$ cat config.mk
export PLATFORM = sky130hd
export DESIGN_NAME = gf64_horner_eval
export DESIGN_NICKNAME = d
export VERILOG_FILES = /design/src/rtl/gf64_horner_eval.sv
export SDC_FILE = /design/constraint.sdc
export NUM_CORES = 1
export LEC_CHECK = 0
export ABC_AREA = 1
export CORE_MARGIN = 2
export CORE_UTILIZATION = 39
export DETAILED_ROUTE_END_ITERATION = 8
export PLACE_DENSITY = 0.63
export SYNTH_ARGS = -nofsm -noshare
export SYNTH_HDL_FRONTEND = slang
export SYNTH_SLANG_ARGS = --single-unit
$ cat constraint.sdc
create_clock -name clk -period 2.7 [get_ports clk]
set_clock_uncertainty 0.1 [all_clocks]
set_input_delay 0.27 -clock clk [delete_from_list [all_inputs] [get_ports clk]]
set_output_delay 0.27 -clock clk [all_outputs]
set_load 0.005 [all_outputs]
$ cat src/rtl/gf64_horner_eval.sv
// Streaming Horner-rule polynomial evaluator over GF(2^6) (x^6+x+1).
// One coefficient per cycle, highest degree first; result held until taken.
module gf64_horner_eval #(
  parameter int unsigned MAX_LEN = 63
) (
  input  logic       clk,
  input  logic       rst,
  input  logic       s_valid,
  output logic       s_ready,
  input  logic [5:0] s_coef,
  input  logic [5:0] s_point,
  input  logic       s_last,
  output logic       m_valid,
  input  logic       m_ready,
  output logic [5:0] m_result,
  output logic [5:0] m_count,
  output logic       m_overflow
);

  localparam logic [0:0] ST_ACC  = 1'b0;
  localparam logic [0:0] ST_HOLD = 1'b1;
  localparam logic [5:0] MAX_CNT = 6'(MAX_LEN);

  // Shift-and-add multiply, MSB of b first, reducing x^6 -> x+1 each step.
  function automatic logic [5:0] gf_mul(input logic [5:0] a, input logic [5:0] b);
    logic [5:0] p;
    p = '0;
    for (int i = 5; i >= 0; i--) begin
      p = {p[4:0], 1'b0} ^ (p[5] ? 6'h03 : 6'h00);
      if (b[i]) p = p ^ a;
    end
    return p;
  endfunction

  logic [0:0] state_q;
  logic [5:0] acc_q, pt_q, cnt_q;
  logic       first_q, ovf_q;
  logic [5:0] res_q, res_cnt_q;
  logic       res_ovf_q;

  logic       beat;
  logic       at_max;
  logic [5:0] pt_use, acc_nxt, cnt_nxt;
  logic       ovf_nxt;

  always_comb begin
    beat    = s_valid & (state_q == ST_ACC);
    at_max  = (cnt_q == MAX_CNT);
    pt_use  = first_q ? s_point : pt_q;
    acc_nxt = gf_mul(acc_q, pt_use) ^ s_coef;
    cnt_nxt = at_max ? cnt_q : cnt_q + 6'd1;
    ovf_nxt = ovf_q | at_max;
  end

  always_ff @(posedge clk) begin
    if (rst) begin
      state_q   <= ST_ACC;
      acc_q     <= '0;
      pt_q      <= '0;
      cnt_q     <= '0;
      first_q   <= 1'b1;
      ovf_q     <= 1'b0;
      res_q     <= '0;
      res_cnt_q <= '0;
      res_ovf_q <= 1'b0;
    end else begin
      case (state_q)
        ST_ACC: begin
          if (beat) begin
            acc_q   <= acc_nxt;
            pt_q    <= pt_use;
            cnt_q   <= cnt_nxt;
            ovf_q   <= ovf_nxt;
            first_q <= 1'b0;
            if (s_last) begin
              res_q     <= acc_nxt;
              res_cnt_q <= cnt_nxt;
              res_ovf_q <= ovf_nxt;
              state_q   <= ST_HOLD;
            end
          end
        end
        default: begin
          if (m_ready) begin
            state_q <= ST_ACC;
            acc_q   <= '0;
            cnt_q   <= '0;
            ovf_q   <= 1'b0;
            first_q <= 1'b1;
          end
        end
      endcase
    end
  end

  always_comb begin
    s_ready    = (state_q == ST_ACC);
    m_valid    = (state_q == ST_HOLD);
    m_result   = res_q;
    m_count    = res_cnt_q;
    m_overflow = res_ovf_q;
  end

endmodule

# Word level (Yosys, flattened, before mapping)
# Index checks and enable logic that the tools add are counted.
# W data, S select, Z words.
# word_totals
romBits,0
ff_bits,34
latch_bits,0
inputBits,17
memories,0
ram_bits,0
# classes
shifts,0
bitwise,14
reduce_logical,4
n_addsub,1
mul,0
magnitude_cmp,0
div,0
mux,28
eq_ne,2
# op_table
op,n
$mux W6,13
$xor A6 B6 Y6,6
$xor A6 B2 Y6,5
$mux W1,10
$mux W2,5
$add A6 B1 Y6 const B,1
$eq A6 B6 Y1 const B,1
$reduce_and A2 Y1,2
$reduce_and A3 Y1,1
$ne A2 B2 Y1 const B,1
$reduce_bool A2 Y1,1
$and A1 B1 Y1,1
$not A1 Y1,1
$or A1 B1 Y1,1

# Logic depth before layout (Yosys ltp)
# Gate-level depths: netlist of the first run.
# logic_depth
ltp_word,25
mapped_depth,16
depth_no_buf,15

# Worst setup path before layout of the first run
# No wires, ideal clock.
# synth_path
path_type,flip-flop to flip-flop
from,register first_q
to,register res_q[3] (netlist: m_result[3])
t_required_ns,2.486
stages_incl_launch_ff,13
arrival_time_ns,1.422
path_slack_ns,1.065
period_less_slack_ns,1.635
path_cell_list,dfxtp_1 -> buf_6 -> buf_12 -> o21ai_2 -> nand2_1 -> o21ai_0 -> nand2_1 -> xor2_1 -> inv_1 -> nand2_1 -> nand2_1 -> o21bai_1 -> inv_1
# synth_via
elab_chain_len,19
word_cells_on_any_way,20
cone_classes,mux: 9; bitwise: 11
# synth_rtl
item,line_no,text
"start, declared",37,"logic first_q, ovf_q;"
"start signal, assigned",61,first_q <= 1'b1;
"start signal, assigned",74,first_q <= 1'b0;
"start signal, assigned",89,first_q <= 1'b1;
$mux W6 (*),49,pt_use = first_q ? s_point : pt_q;
$mux W6,30,if (b[i]) p = p ^ a;
$xor A6 B2 Y6,29,"p = {p[4:0], 1'b0} ^ (p[5] ? 6'h03 : 6'h00);"
$xor A6 B6 Y6,30,
$mux W6,30,
$mux W2 or $xor A6 B2 Y6 (tied branches),29,
$xor A6 B2 Y6 or $xor A6 B6 Y6 (tied branches),"29, 30",
$xor A6 B6 Y6 or $mux W6 (tied branches),30,
[3 not listed],--,
$mux W6,30,
$xor A6 B2 Y6,29,
$xor A6 B6 Y6,30,
$mux W6,30,
$xor A6 B2 Y6,29,
$xor A6 B6 Y6,30,
$mux W6 (*),30,
$xor A6 B6 Y6 (*),50,"acc_nxt = gf_mul(acc_q, pt_use) ^ s_coef;"
"end signal, assigned",76,res_q <= acc_nxt;
"end, declared",38,"logic [5:0] res_q, res_cnt_q;"
# Mark *: on every way between the ends. The rest lies on a longest branch, timed or not.
# A chain may end at the register's enable or synchronous reset.

# Final worst setup path of the first run
# layout_path
from,register first_q
to,register res_q[2] (netlist: m_result[2])
# layout_via
elab_chain_len,19
word_cells_on_any_way,20
cone_classes,mux: 9; bitwise: 11
# layout_rtl
item,line_no
$mux W6 (*),49
$mux W6,30
$xor A6 B2 Y6,29
$xor A6 B6 Y6,30
$mux W6,30
$xor A6 B2 Y6,29
$xor A6 B6 Y6,30
$mux W6,30
[3 not listed],--
$mux W6 or $mux W2 (tied branches),"30, 29"
$xor A6 B2 Y6,29
$xor A6 B6 Y6,30
$mux W6,30
$xor A6 B2 Y6,29
$xor A6 B6 Y6,30
$mux W6 (*),30
$xor A6 B6 Y6 (*),50
# Marked as above.

==> results of run 1 <==
## state kept, by name (all words and copies together), names as in the netlist
name	flops
m_valid	1
first_q	1
m_result	6
m_count	6
m_overflow	1
cnt_q	6
acc_q	6
pt_q	6
ovf_q	1
## power by group through the flow
stage          sequential [mW]  combinational, mW  clock [mW]
2_1_floorplan            0.594              0.461           0
3_3_place_gp             0.614              0.621           0
3_5_place_dp             0.613              0.630           0
4_1_cts                  0.602              0.633       0.391
5_1_grt                  0.608              0.724       0.417
6_report                 0.604              0.635       0.380
## routing by layer
layer / up-vias / routed length (microns)
met3: 11 / 299
met4: 0 / 99
li1: 1294 / -
met2: 75 / 2943
met5: - / 0
met1: 1060 / 2740
## cell families (layout without fill, tap and decap cells)
group	after synthesis	in the layout
simple gates	220	220
fa+ha+maj	1	1
buf+inv	62	95
flops	34	34
compound gates	61	61
xor+xnor	15	15
## stage by stage
step / utilization (%) / hold WS (ps) / power [mW] / instances
final: 48.44 / 385.6 / 1.619 / 501
after global routing: 48.44 / 431.7 / 1.749 / 501
after CTS: 48.44 / 385.5 / 1.626 / 501
after detailed placement: 46.83 / 376.6 / 1.243 / 493
after global placement: 46.83 / 375.2 / 1.235 / 493
after floorplan: - / 239.1 / 1.055 / 393
## layout make-up
| class | count | area [sq um] | area share [%] |
|---|---|---|---|
| clock buffers | 6 | 82.58 | 2.880 |
| clock inverters | 2 | 12.51 | 0.4363 |
| inverters | 53 | 201.4 | 7.024 |
| multi-input cells | 297 | 1451 | 50.61 |
| flip-flops and latches | 34 | 680.7 | 23.73 |
| well taps | 75 | 93.84 | 3.272 |
| repair buffers | 34 | 345.3 | 12.04 |
## worst max path at each step
stage	depth (start not counted)	start	end	slack (ps)
2_1_floorplan	12	first_q$_SDFFE_PP1P_	m_result[3]$_SDFFE_PP0P_	1060
3_3_place_gp	8	s_valid	m_result[3]$_SDFFE_PP0P_	390
3_5_place_dp	8	s_valid	m_count[3]$_SDFFE_PP0P_	250
4_1_cts	14	first_q$_SDFFE_PP1P_	m_result[2]$_SDFFE_PP0P_	450
5_1_grt	15	first_q$_SDFFE_PP1P_	m_result[2]$_SDFFE_PP0P_	210
6_report	14	first_q$_SDFFE_PP1P_	m_result[2]$_SDFFE_PP0P_	460
## critical path, cell delays in order (launching register included)
cell	delay, ps
dfxtp_1	670
buf_12	200
nand2_1	100
nand2_2	150
nor2_1	70
nand2_1	70
nand2_1	80
nand2_2	80
nand2_1	90
nand2_1	90
nand2_1	50
nand2_1	60
nand2_1	120
o21bai_1	150
inv_1	50
## placed cells by master (no fill, tap or decap), types with 2 or more instances in the layout
cell type and instances:
nand3_1 28, o21ai_2 5, a21oi_1 24, o21a_1 2, or2_2 2, clkinv_1 2
o211ai_1 2, nor2_1 32, nand2_2 10, dfxtp_1 34, o21bai_1 6, clkdlybuf4s50_1 31
xnor2_1 3, nand2_4 5, o21ai_0 22, nand2_1 134, buf_4 2, nor2_2 5
clkbuf_8 6, xor2_1 11, inv_1 50, nand4_1 2
==> summary.md, run 1 <==
| Metric | Value |
|---|---|
| Status | finished, final reports clean |
| Antenna Cells | 0 |
| Starting Density | 40.43% |
| Post-synth top cells | nand2_1, inv_1, dfxtp_1, nor2_1, nand3_1 |
| #FFs+latches synth | 34 |
| Drt wl/cell | 12.14 microns |
| WHS Path Cells | 2 |
| Buffers on Ports | 31 |
| Leakage power | 1.363 nW |
| Filler cell count | 619 |
| Max-cap violations | 0 |
| Die W | 82.34 microns |
| Placed cell area | 2773 sq um |
| Slew margin rel. | 46.55% |
| Worst-path clk slew | 70 ps |
| DPL Wire Length | 4.685 mm |
| Resized cells post-CTS | 0 |
| Site Rows | 28 |
| Hold Crit Class | flop to flop |
| Hold_sp | cnt_q[5]$_SDFFE_PP0P_ |
| Root buffer cell | clkbuf_8 |
| RSZ-0062 raised after global routing | no |
| Total CTS buffers | 5 |
| DRC Markers | 0 |
| R2R depth | 14 |
| Top cell type's share of synthesized area | 28.44% |
| Share of layout cells above drive strength 1 | 9.390% |
| Via Count | 2,440 |
| Met1 usage | 25.13% |
| I/O pin total | 32 |
| Max clock buf depth | 2 |
| Mapped cell area | 2394 sq um |
| Post-Synth Adder-Cell Area | 0.5227% |
| Crit path max fanout | 9 |
| WHS Endpoint | cnt_q[5]$_SDFFE_PP0P_ |
| Unique masters post-synth | 28 |
| Total GRT Usage | 19.57% |
| WS Path Type | flop to flop |
| Launch point of the worst reg-to-reg path | first_q$_SDFFE_PP1P_ |
| Dominant cell type by area after synthesis | dfxtp_1 |
| Iteration-0 DRC Markers | 127 |
| Initial antenna violation count | 0 |
| Post-synthesis cell count | 393 |
| GR Overflow Total | 0 |
| Worst setup SP type | flop |
| Worst setup margin | 462.8 ps |
| Post-synth EDFFs | 0 |
| Grt met3 use | 2.826% |
| Fin nets | 443 |
| Ys Warns | 0 |
| Die area | 6780 sq um |
| H-tree depth | 2 |
| Worst Setup End Kind | flop |
| First drt pass iteration count | 5 |
| CP arrival | 2310 ps |
| Tcrit/Tclk final | 82.86% |
| Routed Antenna Nets | 0 |
| Seq pwr share | 37.3% |
| GR Util met2 | 33.55% |
| Syn nets | 411 |
| Predominant post-synthesis flop cell | dfxtp_1 |
| Hold Violations, Final | 0 |
| Main combinational cell family by area after synthesis | simple AND/OR/NAND/NOR gates |
| Combinational fraction of design power | 39.2% |
| DR vias/cell | 4.870 |
| Pin count of the biggest net entering global routing | 21 |
| Chip Height | 82.34 microns |
| Post-Synth Simple-Gate Area | 39.73% |
| TritonCTS clock tree | yes |
| Area contributors post-synth | dfxtp_1, nand2_1, inv_1, nand3_1, a21oi_1 |
| XOR/XNOR share of the synthesized area | 5.802% |
| Vias in the first global route | 2,279 |
| RR Endpoint | m_result[2]$_SDFFE_PP0P_ |
| Worst Tran Pin Value | 798.8 ps |
| Clock sink count | 34 |
| Most numerous cell in the Yosys netlist | nand2_1 |
| First-pass GRT wire length | 10.26 mm |
| Post-synthesis sequential area ratio | 28.44% |
| Core area | 5921 sq um |
| Syn Area/Cell | 6.090 sq um |
| Fmax | 447.0 MHz |
| Total setup buffers inserted after CTS | 0 |
| Worst skew pair latency | 280 ps |
| TNS Setup | 0 ps |
| P_int | 0.9926 mW |
| Area Growth Syn to Fin | 19.81% |
| Post-place setup slack | 249.6 ps |
| Fin. max-slew vios | 0 |
| Switching Fraction | 38.69% |
| Final setup viols | 0 |
| P per Cell Area | 564.6 nW/um^2 |
| Clock Power Share | 23.5% |
| Detailed Route WL | 6.082 mm |
| Most used routing layer | met2 |
| Hold_buf cts | 0 |
| Worst vdd rail ir drop | 0.4176 mV |
| Flop2flop setup slack | 460 ps |
| Worst EP required | 2780 ps |
| Post-synthesis mux area share | 0% |
| Asr flop ratio synth | 0% |
| Compound-gate portion of the synthesized area | 14.58% |
| Final min period | 2237 ps |
| Design area | 2868 sq um |
| Sw power | 0.6265 mW |
| Placer Congestion | 0.9016 |
No activity file was read; power rests on OpenSTA's default activity.
==> run 2, diff against run 1 <==
- PLACE_DENSITY: 0.63 -> 0.65
- clock period: 2.7 -> 1.94 ns (I/O delays scaled with it)
==> summary.md, run 2 (synthesis results as in run 1) <==
| Metric | Value |
|---|---|
| Status | finished, final reports clean |
| DRC Markers | 0 (unchanged) |
| Detailed Route WL | 6.612 mm (+8.7%) |
| Site Rows | 28 (unchanged) |
| Buffers on Ports | 31 (unchanged) |
| Placed Instances | 519 (+5.3%) |
| Placer Congestion | 0.9340 (+3.6%) |
| Finished Layout Cells | 528 (+5.4%) |
| Hold Slack | 383.6 ps (-2.008 ps) |
| Drt wl/cell | 12.52 microns (+3.2%) |
| Fmax | 532.7 MHz (+19%) |
| Antenna Cells | 0 (unchanged) |
| Most frequent cells in the layout | nand2_1, inv_1, dfxtp_1 |
| Total GRT Usage | 20.95% (+1.4 points) |
| R2R depth | 14 (unchanged) |
| WS Path Type | flop to flop |
| Die area | 6780 sq um (unchanged) |
| Most common cell after layout, fill and taps aside | nand2_1 |
| Worst EP required | 2060 ps (-720 ps) |
| Placed cell area | 2955 sq um (+6.6%) |
| Levels on crit path | 14 (unchanged) |
| Max-cap violations | 0 (unchanged) |
| Design area | 3221 sq um (+12%) |
| Core area | 5921 sq um (unchanged) |
| CP arrival | 2000 ps (-310 ps) |
| Pin count of the biggest net entering global routing | 20 (-4.8%) |
| Final setup viols | 0 (unchanged) |
| Vias in the first global route | 2,382 (+4.5%) |
| CP top delay family | simple AND/OR/NAND/NOR gates |
| WHS Path Cells | 2 (unchanged) |
| Total CTS buffers | 5 (unchanged) |
| First drt pass iteration count | 4 (-1) |
| WP buf/inv | 3 (+1) |
| I/O pin total | 32 (unchanged) |
| Tcrit/Tclk final | 96.76% (+14 points) |
| CP max stage cell | dfxtp_4 |
| Via Count | 2,561 (+5.0%) |
| TritonCTS clock tree | yes |
| Chip Height | 82.34 microns (unchanged) |
| Starting Density | 40.43% (unchanged) |
| Tot Pwr | 2.451 mW (+51%) |
| Share of layout cells above drive strength 1 | 19.87% (+10 points) |
| H-tree depth | 2 (unchanged) |
| Root buffer cell | clkbuf_8 |
| Worst setup SP type | flop |
| Fin util | 54.40% (+6.0 points) |
| DPL Wire Length | 5.055 mm (+7.9%) |
| DR vias/cell | 4.850 (-0.41%) |
| Clock sink count | 34 (unchanged) |
| Worst Tran Pin Value | 382.8 ps (-416.0 ps) |
| Crit path max fanout | 4 (-5) |
| Max clock buf depth | 2 (unchanged) |
| Worst vdd rail ir drop | 0.6229 mV (+49%) |
| Max incr delay on CP | 370 ps (-300 ps) |
| Area Growth Syn to Fin | 34.55% |
| RSZ-0062 raised after global routing | yes |
| Worst skew pair latency | 290 ps (about the same) |
| Worst Setup End Kind | flop |
| P per Cell Area | 761.1 nW/um^2 (+35%) |
| Worst-path clk slew | 70 ps (about the same) |
| Iteration-0 DRC Markers | 152 (+20%) |
| Flop2flop setup slack | 60 ps (-400 ps) |
| GR Overflow Total | 0 (unchanged) |
| Final min period | 1877 ps (-360.0 ps) |
| Slew margin rel. | 74.21% (+28 points) |
| Routed Antenna Nets | 0 (unchanged) |
| First-pass GRT wire length | 10.93 mm (+6.5%) |
| Hold Violations, Final | 0 (unchanged) |
| Leakage power | 1.517 nW (+11%) |
| Fin nets | 470 (+6.1%) |
| Die W | 82.34 microns (unchanged) |
| Hold Crit Class | flop to flop |
| CP cell instances | buf_4, nand2_1, buf_4, nand3_1, nand2_1, nand2_2, nand2_2, nand2_2, buf_4, nand2_1, nand2_1, nand2_2, nand3_2, a21oi_1 |
| Initial antenna violation count | 0 (unchanged) |
| Fin. max-slew vios | 0 (unchanged) |
| Filler cell count | 597 (-3.6%) |
[run 2: cell count changes in the layout (fill, tap and decap cells not counted), sizes merged]
cell,change
buf,+27
[run 2: area by class of cell]
type / instances / area, sq um / area share (%)
Timing Repair Buffer: 61 / 555.5 / 17.25
Sequential cell: 34 / 684.4 / 21.25
Clock inverter: 2 / 12.51 / 0.3885
Tap cell: 75 / 93.84 / 2.914
Multi-Input combinational cell: 297 / 1585 / 49.22
Inverter: 53 / 206.4 / 6.410
Clock buffer: 6 / 82.58 / 2.564
[run 2: worst register-to-register path, stage by stage, from the launching register on]
cell     delay [ps]
dfxtp_4         370
buf_4           140
nand2_1         120
buf_4           160
nand3_1          70
nand2_1          90
nand2_2          70
nand2_2          90
nand2_2          60
buf_4           130
nand2_1          80
nand2_1          70
nand2_2          70
nand3_2          60
a21oi_1         130
[run 2: power by group]
group	switching [mW]	total, mW	internal [mW]	leakage [nW]
Clock	0.268	0.553	0.285	0.0472
Sequential	0.0565	0.818	0.762	0.280
Combinational	0.632	1.08	0.448	1.19
[run 2: per-layer routing]
layer / GRT usage [%] / vias up / routed length [microns]
li1: - / 1342 / -
met1: 26.56 / 1151 / 3061
met2: 35.40 / 57 / 3152
met3: 3.587 / 11 / 283
met4: 7.833 / 0 / 116
met5: 0 / - / 0
[run 2: path summary, 6_finish.rpt]
kind | startpoint | endpoint
max | first_q$_SDFFE_PP1P_ | acc_q[1]$_SDFFE_PP0P_
min | cnt_q[5]$_SDFFE_PP0P_ | cnt_q[5]$_SDFFE_PP0P_
max reg2reg | first_q$_SDFFE_PP1P_ | acc_q[1]$_SDFFE_PP0P_
min reg2reg | cnt_q[5]$_SDFFE_PP0P_ | cnt_q[5]$_SDFFE_PP0P_
[run 2: repair_timing]
action / CTS / global route
buffers inserted: 0 / 1
hold buffers: 0 / 0
pin swaps: 0 / 8
gates resized for setup: 2 / 39
endpoints found under the setup margin: 3 / 11
[run 2: metrics by stage]
stage	setup WS, ps	TNS [ps]
global placement	-139.5	-689.9
finish	62.77	0
global route	-84.79	-518.3
CTS	18.36	0
floorplan	304.5	0
detailed placement	-146.5	-745.8
==> run 3, diff against run 2 <==
- CORE_UTILIZATION: 39 -> 40
- PLACE_DENSITY: 0.65 -> 0.66
==> summary.md, run 3 (synthesis results as in run 1) <==
| Metric | Value |
|---|---|
| Status | finished, final reports clean |
| CP arrival | 1960 ps (-40 ps) |
| P per Cell Area | 822.5 nW/um^2 (+8.1%) |
| Worst EP required | 2030 ps (-30 ps) |
| Seq pwr share | 29.4% (-4.0 points) |
| Worst skew pair latency | 290 ps (about the same) |
| GR Overflow Total | 0 (unchanged) |
| Most common cell after layout, fill and taps aside | nand2_1 |
| Worst vdd rail ir drop | 0.5023 mV (-19%) |
| CP cell instances | buf_12, buf_8, o21ai_4, nand2_1, nand2_1, nand2_2, nand2_2, nand2_2, nand2_2, nand2_1, nand2_1, nand2_2, o21bai_1, inv_1 |
| Met1 usage | 26.68% (+0.12 points) |
| H-tree depth | 2 (unchanged) |
| Filler cell count | 562 (-5.9%) |
| Fin util | 57.29% (+2.9 points) |
| Most frequent CP cell | nand2_2 |
| TritonCTS clock tree | yes |
| Sw power | 1.005 mW (+5.0%) |
| Fin nets | 477 (+1.5%) |
| CP max stage cell | dfxtp_4 |
| Die W | 81.36 microns (-1.2%) |
| Share of layout cells above drive strength 1 | 22.17% (+2.3 points) |
| Clock sink count | 34 (unchanged) |
| Clock Power Share | 29.3% (+6.7 points) |
| Hold_buf cts | 0 (unchanged) |
| First drt pass iteration count | 4 (unchanged) |
| Vias in the first global route | 2,530 (+6.2%) |
| WHS Endpoint | cnt_q[5]$_SDFFE_PP0P_ |
| I/O pin total | 32 (unchanged) |
| Antenna Cells | 0 (unchanged) |
| Hold Violations, Final | 0 (unchanged) |
| Most used routing layer | met2 |
| Max-cap violations | 0 (unchanged) |
| WHS Path Cells | 2 (unchanged) |
| Worst setup SP type | flop |
| Via Count | 2,616 (+2.1%) |
| R2R depth | 14 (unchanged) |
| Total CTS buffers | 5 (unchanged) |
| First-pass GRT wire length | 11.35 mm (+3.9%) |
| Worst Tran Pin Value | 404.6 ps (+21.83 ps) |
| Finished Layout Cells | 535 (+1.3%) |
| Die area | 6619 sq um (-2.4%) |
| Fmax | 535.1 MHz (+0.46%) |
| Tcrit/Tclk final | 96.32% (-0.44 points) |
| Launch point of the worst reg-to-reg path | first_q$_SDFFE_PP1P_ |
| Multi-input logic area | 1598 sq um (+0.79%) |
| Most frequent cells in the layout | nand2_1, inv_1, dfxtp_1 |
| Slew margin rel. | 72.74% (-1.5 points) |
| Chip Height | 81.36 microns (-1.2%) |
| Drt wl/cell | 13.14 microns (+4.9%) |
| Routed Antenna Nets | 0 (unchanged) |
| Final min period | 1869 ps (-8.582 ps) |
| Crit path max fanout | 5 (+1) |
| DR vias/cell | 4.890 (+0.81%) |
| Site Rows | 28 (unchanged) |
| GR Util met2 | 38.69% (+3.3 points) |
| FF/Latch Area | 684.4 sq um (unchanged) |
| Combinational fraction of design power | 41.3% (-2.8 points) |
| Core area | 5851 sq um (-1.2%) |
| Detailed Route WL | 7.031 mm (+6.3%) |
| RR Endpoint | m_result[2]$_SDFFE_PP0P_ |
| Root buffer cell | clkbuf_8 |
| Grt met3 use | 4.444% (+0.86 points) |
| DPL Wire Length | 5.103 mm (+0.96%) |
| RSZ-0062 raised after global routing | yes |
| Flop2flop setup slack | 70 ps (about the same) |
| Max incr delay on CP | 380 ps (about the same) |
| Placer Congestion | 0.9642 (+3.2%) |
| DRC Markers | 0 (unchanged) |
| Iteration-0 DRC Markers | 170 (+12%) |
| Area Growth Syn to Fin | 40.04% |
| Worst Setup End Kind | flop |
| Pin count of the biggest net entering global routing | 20 (unchanged) |
| Buffers on Ports | 31 (unchanged) |
| Total GRT Usage | 22.26% (+1.3 points) |
| Initial antenna violation count | 0 (unchanged) |
| Worst-path clk slew | 80 ps (about the same) |
| Fin. max-slew vios | 0 (unchanged) |
| P_int | 1.752 mW (+17%) |
| Switching Fraction | 36.44% (-2.6 points) |
| WS Path Type | flop to flop |
| Hold Slack | 387.7 ps (+4.163 ps) |
| Hold Crit Class | flop to flop |
| Hold_sp | cnt_q[5]$_SDFFE_PP0P_ |
| Final setup viols | 0 (unchanged) |
| Placed Instances | 525 (+1.2%) |
| Max clock buf depth | 2 (unchanged) |
| Leakage power | 1.593 nW (+5.0%) |
| Starting Density | 40.91% (+0.48 points) |
-- run 3: repair_timing --
item                                    CTS  global route
endpoints found under the setup margin    4            12
pin swaps                                 0            27
endpoints found under the hold margin     0             0
cloned                                    0             1
setup buffers                             0             1
gates resized for setup                   1            46
-- run 3: layout make-up --
| class | count | area share, % |
|---|---|---|
| sequential | 34 | 20.42 |
| timing repair buffer | 68 | 19.00 |
| inverter | 53 | 6.010 |
| clock buffer | 5 | 2.053 |
| clock inverter | 3 | 2.053 |
| multi-input combinational | 297 | 47.67 |
| tap | 75 | 2.800 |
-- run 3: worst max-delay path: cells and delay by family, from the launching register on --
kind,cells,cell delay (ps)
DFF,1,380
AOI/OAI and AO/OA,2,300
and+or+nand+nor,9,660
buffers and inverters,3,330
-- run 3: power by group through the flow --
stage          Clock (mW)  Sequential [mW]  Combinational (mW)
3_3_place_gp            0            0.825               0.989
2_1_floorplan           0            0.827               0.642
5_1_grt             0.846            0.819                1.27
4_1_cts             0.820            0.810                1.01
3_5_place_dp            0            0.826               0.997
6_report            0.807            0.811                1.14
-- run 3: metrics by stage --
stage	power (mW)	setup TNS [ps]	setup slack, ps	area [sq um]
2_1_floorplan	1.468	0	304.5	2394
3_3_place_gp	1.814	-587.1	-91.42	3013
3_5_place_dp	1.823	-966.5	-123.0	3013
4_1_cts	2.638	0	24.38	3152
5_1_grt	2.938	-267.9	-72.85	3352
6_report	2.757	0	71.35	3352
-- run 3: worst max path at each step --
stage	from	to	slack [ps]
global route	first_q$_SDFFE_PP1P_	m_result[2]$_SDFFE_PP0P_	-70
finish	first_q$_SDFFE_PP1P_	m_result[2]$_SDFFE_PP0P_	70
CTS	first_q$_SDFFE_PP1P_	m_result[2]$_SDFFE_PP0P_	20
global placement	s_point[4]	m_result[3]$_SDFFE_PP0P_	-90
floorplan	first_q$_SDFFE_PP1P_	m_result[3]$_SDFFE_PP0P_	300
detailed placement	s_point[3]	acc_q[4]$_SDFFE_PP0P_	-120
-- run 3: metal layers --
layer  part of all wire [%]  vias to the layer above
met5                      0                        -
met4                    1.2                        0
met3                    4.3                        7
met2                     50                       57
met1                     44                     1197
li1                       -                     1355
